### src/rtl/antirrebote_multi.sv
// Multi-channel button/switch debouncer: each input is synchronised and then qualified
// by its own four-state FSM and stability counter. The block emits a clean level plus rise/fall pulses.
module antirrebote_multi #(
    parameter int CHANNELS     = 4,
    parameter int CNT_BITS     = 22,
    parameter int STABLE_COUNT = 4194304,
    parameter int SYNC_STAGES  = 2
) (
    input  logic                clk,
    input  logic                reset,
    input  logic [CHANNELS-1:0] boton,
    output logic [CHANNELS-1:0] db,
    output logic [CHANNELS-1:0] rise,
    output logic [CHANNELS-1:0] fall
);

    typedef enum logic [1:0] {
        ALAIRE     = 2'd0,
        WAIT_ONE   = 2'd1,
        PRESIONADO = 2'd2,
        WAIT_ZERO  = 2'd3
    } state_t;

    localparam logic [CNT_BITS-1:0] CNT_LAST = CNT_BITS'(STABLE_COUNT - 1);

    if (CHANNELS < 1 || SYNC_STAGES < 2 || STABLE_COUNT < 1 ||
        longint'(STABLE_COUNT) > (longint'(1) << CNT_BITS)) begin : g_bad_params
        $error("antirrebote_multi: illegal parameter combination");
    end

    for (genvar i = 0; i < CHANNELS; i++) begin : g_ch
        logic [SYNC_STAGES-1:0] sync_q;
        logic                   s;
        state_t                 state_q, state_nxt;
        logic [CNT_BITS-1:0]    cnt_q, cnt_nxt;
        logic                   cnt_done;
        logic                   db_q, rise_q, fall_q;
        logic                   db_nxt, rise_nxt, fall_nxt;

        assign s        = sync_q[SYNC_STAGES-1];
        assign cnt_done = (cnt_q == CNT_LAST);

        always_ff @(posedge clk or negedge reset) begin
            if (!reset) begin
                sync_q <= '0;
            end else begin
                sync_q <= {sync_q[SYNC_STAGES-2:0], boton[i]};
            end
        end

        always_ff @(posedge clk or negedge reset) begin
            if (!reset) begin
                state_q <= ALAIRE;
                cnt_q   <= '0;
                db_q    <= 1'b0;
                rise_q  <= 1'b0;
                fall_q  <= 1'b0;
            end else begin
                state_q <= state_nxt;
                cnt_q   <= cnt_nxt;
                db_q    <= db_nxt;
                rise_q  <= rise_nxt;
                fall_q  <= fall_nxt;
            end
        end

        // Counter only runs while a new level is being qualified; any bounce drops it back to 0.
        always_comb begin
            state_nxt = state_q;
            cnt_nxt   = '0;
            case (state_q)
                ALAIRE: begin
                    if (s) state_nxt = WAIT_ONE;
                end
                WAIT_ONE: begin
                    if (!s)            state_nxt = ALAIRE;
                    else if (cnt_done) state_nxt = PRESIONADO;
                    else               cnt_nxt   = cnt_q + 1'b1;
                end
                PRESIONADO: begin
                    if (!s) state_nxt = WAIT_ZERO;
                end
                WAIT_ZERO: begin
                    if (s)             state_nxt = PRESIONADO;
                    else if (cnt_done) state_nxt = ALAIRE;
                    else               cnt_nxt   = cnt_q + 1'b1;
                end
                default: state_nxt = ALAIRE;
            endcase
        end

        always_comb begin
            db_nxt   = db_q;
            rise_nxt = 1'b0;
            fall_nxt = 1'b0;
            case (state_q)
                WAIT_ONE: begin
                    if (s && cnt_done) begin
                        db_nxt   = 1'b1;
                        rise_nxt = 1'b1;
                    end
                end
                WAIT_ZERO: begin
                    if (!s && cnt_done) begin
                        db_nxt   = 1'b0;
                        fall_nxt = 1'b1;
                    end
                end
                default: ;
            endcase
        end

        assign db[i]   = db_q;
        assign rise[i] = rise_q;
        assign fall[i] = fall_q;
    end

endmodule
### config.mk
export PLATFORM = sky130hd
export DESIGN_NAME = antirrebote_multi
export DESIGN_NICKNAME = d
export VERILOG_FILES = /design/src/rtl/antirrebote_multi.sv
export SDC_FILE = /design/constraint.sdc
export NUM_CORES = 1
export LEC_CHECK = 0
export ABC_AREA = 1
export CAP_MARGIN = 20
export CORE_ASPECT_RATIO = 0.5
export CORE_UTILIZATION = 60
export CTS_BUF_LIST = sky130_fd_sc_hd__clkbuf_4 sky130_fd_sc_hd__clkbuf_8
export DETAILED_ROUTE_END_ITERATION = 16
export DONT_BUFFER_PORTS = 1
export GPL_ROUTABILITY_DRIVEN = 0
export GPL_TIMING_DRIVEN = 0
export PLACE_DENSITY = 0.79
export REMOVE_ABC_BUFFERS = 1
export SLEW_MARGIN = 20
export SYNTH_ARGS = -nofsm -noshare
export SYNTH_HDL_FRONTEND = slang
export SYNTH_SLANG_ARGS = --single-unit
### constraint.sdc
create_clock -name clk -period 1.7 [get_ports clk]
set_clock_uncertainty 0.05 [all_clocks]
set_input_delay 0.34 -clock clk [delete_from_list [all_inputs] [get_ports clk]]
set_output_delay 0.34 -clock clk [all_outputs]
set_load 0.01 [all_outputs]
==> flow_metrics.tcl <==
set metrics [dict create \
    critical_path.n_buffers_inverters 0 \
    final-max-slew-violation-count 0 \
    final-setup-viol-count 0 \
    syn_to_final_growth_pct 15.85 \
    clk_latency_ns 0.43 \
    peakVddDrop_mv 0.5495 \
    pin_count_of_the_biggest_net_entering_global_routing 117 \
    ant_nets 0 \
    ios 18 \
    synthMostInstantiatedCell "sky130_fd_sc_hd__nor2_1" \
    p_leak_nw 2.956 \
    drt-initial-drc-count 224 \
    syn-instance-count 735 \
    worstMarginPinSlew_ns 0.5205 \
    postRouteWirelength_um 11860 \
    cells_taking_the_most_area_after_synthesis "sky130_fd_sc_hd__dfrtp_1 (49%), sky130_fd_sc_hd__nor2_1 (10%), sky130_fd_sc_hd__nand2_1 (10%)" \
    starting_utilization_of_the_core_area_pct 62.43 \
    hpwlAfterDp_um 7159 \
    outcome "finished, violations left" \
    nFillCells 708 \
    synth-edff-count 0 \
    grt.overflow.total 0 \
    port-buffer-count 0 \
    die_height_um 72.34 \
    violations_in_the_final_reports "hold timing" \
    synth.top_cells.by_count "sky130_fd_sc_hd__nor2_1 (165), sky130_fd_sc_hd__nand2_1 (164), sky130_fd_sc_hd__dfrtp_1 (116)" \
    layout-drive-gt1-share_pct 17.37 \
    dieArea_um2 10320 \
    post_synthesis_register_bit_count 116 \
    vias_after_detailed_routing 4722 \
    worstSetupPathType "flip-flop to flip-flop" \
    final_cell_area_um2 6878 \
    fin_hold_ws_ns -0.4544 \
    final_period_demand_of_the_worst_path_ns 1.640 \
    critPathCaptureType "flip-flop" \
    dpl_cell_area_um2 5954 \
    slowest_stage "sky130_fd_sc_hd__dfrtp_2" \
    final_count_of_hold_timing_violations 116 \
    design.core.area_um2 9509 \
    async_reset_ff_share_pct 100.0 \
    synth-seq-area-share_pct 48.89 \
    worst_path_dominant_cell_family "simple AND/OR/NAND/NOR gates" \
    drt_via_density 5.178 \
    antenna_found_initial 0 \
    timing.critical_path.from_type "flip-flop" \
    cts_root_buffer "sky130_fd_sc_hd__clkbuf_8" \
    fp-row-count 25 \
    finalNonFillerCells 912 \
    grt_pass1_vias 4306 \
    timing.critical_path.slowest_cell_delay_ns 0.40 \
    synth_top_flop_cell "sky130_fd_sc_hd__dfrtp_1" \
    cts_hold_repair.buffers 4 \
    dr.pass1.iters 5 \
    yosysWarnings 0 \
    fmax_ghz 0.6099 \
    slew_headroom_pct 65.04 \
    synthDominantAreaCellType "sky130_fd_sc_hd__dfrtp_1" \
    diodes 0 \
    placed_cells_incl_taps 853 \
    clock_tree_from_tritoncts "yes" \
    clock_path_buffers 2 \
    synth_top_area_share_pct 48.89 \
    clk_pin_slew_ns 0.08 \
    power-per-cell-area_nw_per_um2 832.0 \
    detail_route.drc_violations 0 \
    worst-path-max-fanout 4 \
    grt_first_pass_wirelength_um 19370 \
    synth_cell_area_um2 5937 \
    synthDistinctLibCells 37 \
    finalCritPeriodShare_pct 96.45 \
    unrepaired_setup_endpoints_after_global_routing "true" \
    die_span_in_x_um 142.7 \
    wl_per_cell_um 13.00 \
    synth_area_per_cell_um2 8.077 \
    cp_cell_sequence "ha_4, nand2_2, nor2_4, nand2_2, nor2_4, nand2_4, o21ai_0, nand2_1" \
    fin_nets 774 \
    cts_inserted_buffers 17 \
    globalRouteTotalUtil_pct 24.47 \
    htree_num_levels 4 \
    sink_count 116 \
    drv_cap 0 \
    timing.hold.worst.class "input pin to async pin" \
    worstPathArrival_ns 1.91 \
    critical_path_required_ns 1.97 \
]
layout by cell type (no fill, tap or decap), drive strengths merged, types with 5 or more instances in the layout:
master / n
xor2: 25
o21ai: 15
dfrtp: 116
xnor2: 13
a21oi: 14
buf: 20
nor3b: 5
nand2: 180
nand3: 41
nor3: 25
inv: 71
nand4: 11
clkinv: 8
nor2: 188
clkbuf: 19
what timing repair did:
action,CTS,global route
gates resized for setup,12,46
endpoints found under the hold margin,120,116
cloned,1,2
setup buffers,7,13
endpoints found under the setup margin,88,70
pin swaps,4,14
where the power goes:
part	total (W)	leakage, nW	internal, W	switching (W)
registers	0.00280	1.59	0.00278	0.0000177
clock network	0.00277	0.216	0.00160	0.00117
logic	0.000153	1.15	0.0000668	0.0000858
total	0.00572	2.96	0.00445	0.00127
stage by stage:
step / total power, W / setup WS, ns / utilization (%) / TNS [ns] / hold WS, ns
global route: 0.005946 / -0.02904 / 72.33 / -0.3157 / -0.4949
global placement: 0.002936 / -0.1980 / 62.62 / -4.704 / -0.003279
floorplan: 0.002916 / 0.07374 / - / 0 / -0.005591
finish: 0.005722 / 0.06040 / 72.33 / 0 / -0.4544
detailed placement: 0.002939 / -0.2367 / 62.62 / -6.691 / -0.002803
CTS: 0.005755 / 0.003112 / 69.14 / 0 / -0.4878
cell type report:
cell class / instances / area (um2) / area share (%)
Multi-Input combinational cell: 533 / 2840 / 41.30
Timing Repair Buffer: 25 / 264.0 / 3.838
Tap cell: 135 / 168.9 / 2.456
Sequential cell: 116 / 2905 / 42.24
Inverter: 71 / 271.5 / 3.948
Clock buffer: 18 / 241.5 / 3.511
Clock inverter: 14 / 186.4 / 2.711
sequential cells by signal, indices dropped and copies added, names as in the netlist, named ones only:
signal        flops
g_ch.cnt_q       88
g_ch.db_q         4
g_ch.fall_q       4
g_ch.rise_q       4
g_ch.sync_q       8
g_ch.state_q      4
worst paths after layout:
check	slack [ns]	to	from	depth (start not counted)
hold reg to reg	0.30	g_ch[2].sync_q[1]	g_ch[2].sync_q[0]	0
min in group clk	0.30	g_ch[2].sync_q[1]	g_ch[2].sync_q[0]	0
hold / removal	-0.45	g_ch[1].cnt_q[9]	reset	0
setup / recovery	0.06	g_ch[3].db_q	g_ch[3].cnt_q[0]	8
max in group asynchronous	1.86	g_ch[3].cnt_q[0]	reset	0
setup reg to reg	0.06	g_ch[3].db_q	g_ch[3].cnt_q[0]	8
per-layer routing:
| metal | routed length, um | track usage (%) | vias to the layer above | share of wire (%) |
|---|---|---|---|---|
| met2 | 5672 | 40.31 | 82 | 48 |
| met5 | 0 | 0 | - | 0 |
| met3 | 389 | 6.073 | 27 | 3.3 |
| met1 | 5585 | 31.18 | 2266 | 47 |
| met4 | 207 | 10.75 | 0 | 1.7 |
| li1 | - | - | 2347 | - |
logic make-up (layout without fill, tap and decap cells):
kind of cell             count (synthesis)  count (layout)  share of synthesized area [%]
AND/OR/NAND/NOR                        453             455                          34.25
adder cells (fa/ha/maj)                  4               4                         0.8430
buffers and inverters                   88             128                          7.039
AO/OA/AOI/OAI                           36              36                          3.372
flip-flops                             116             116                          48.89
XOR/XNOR                                38              38                          5.606
No activity file was read; power rests on OpenSTA's default activity.
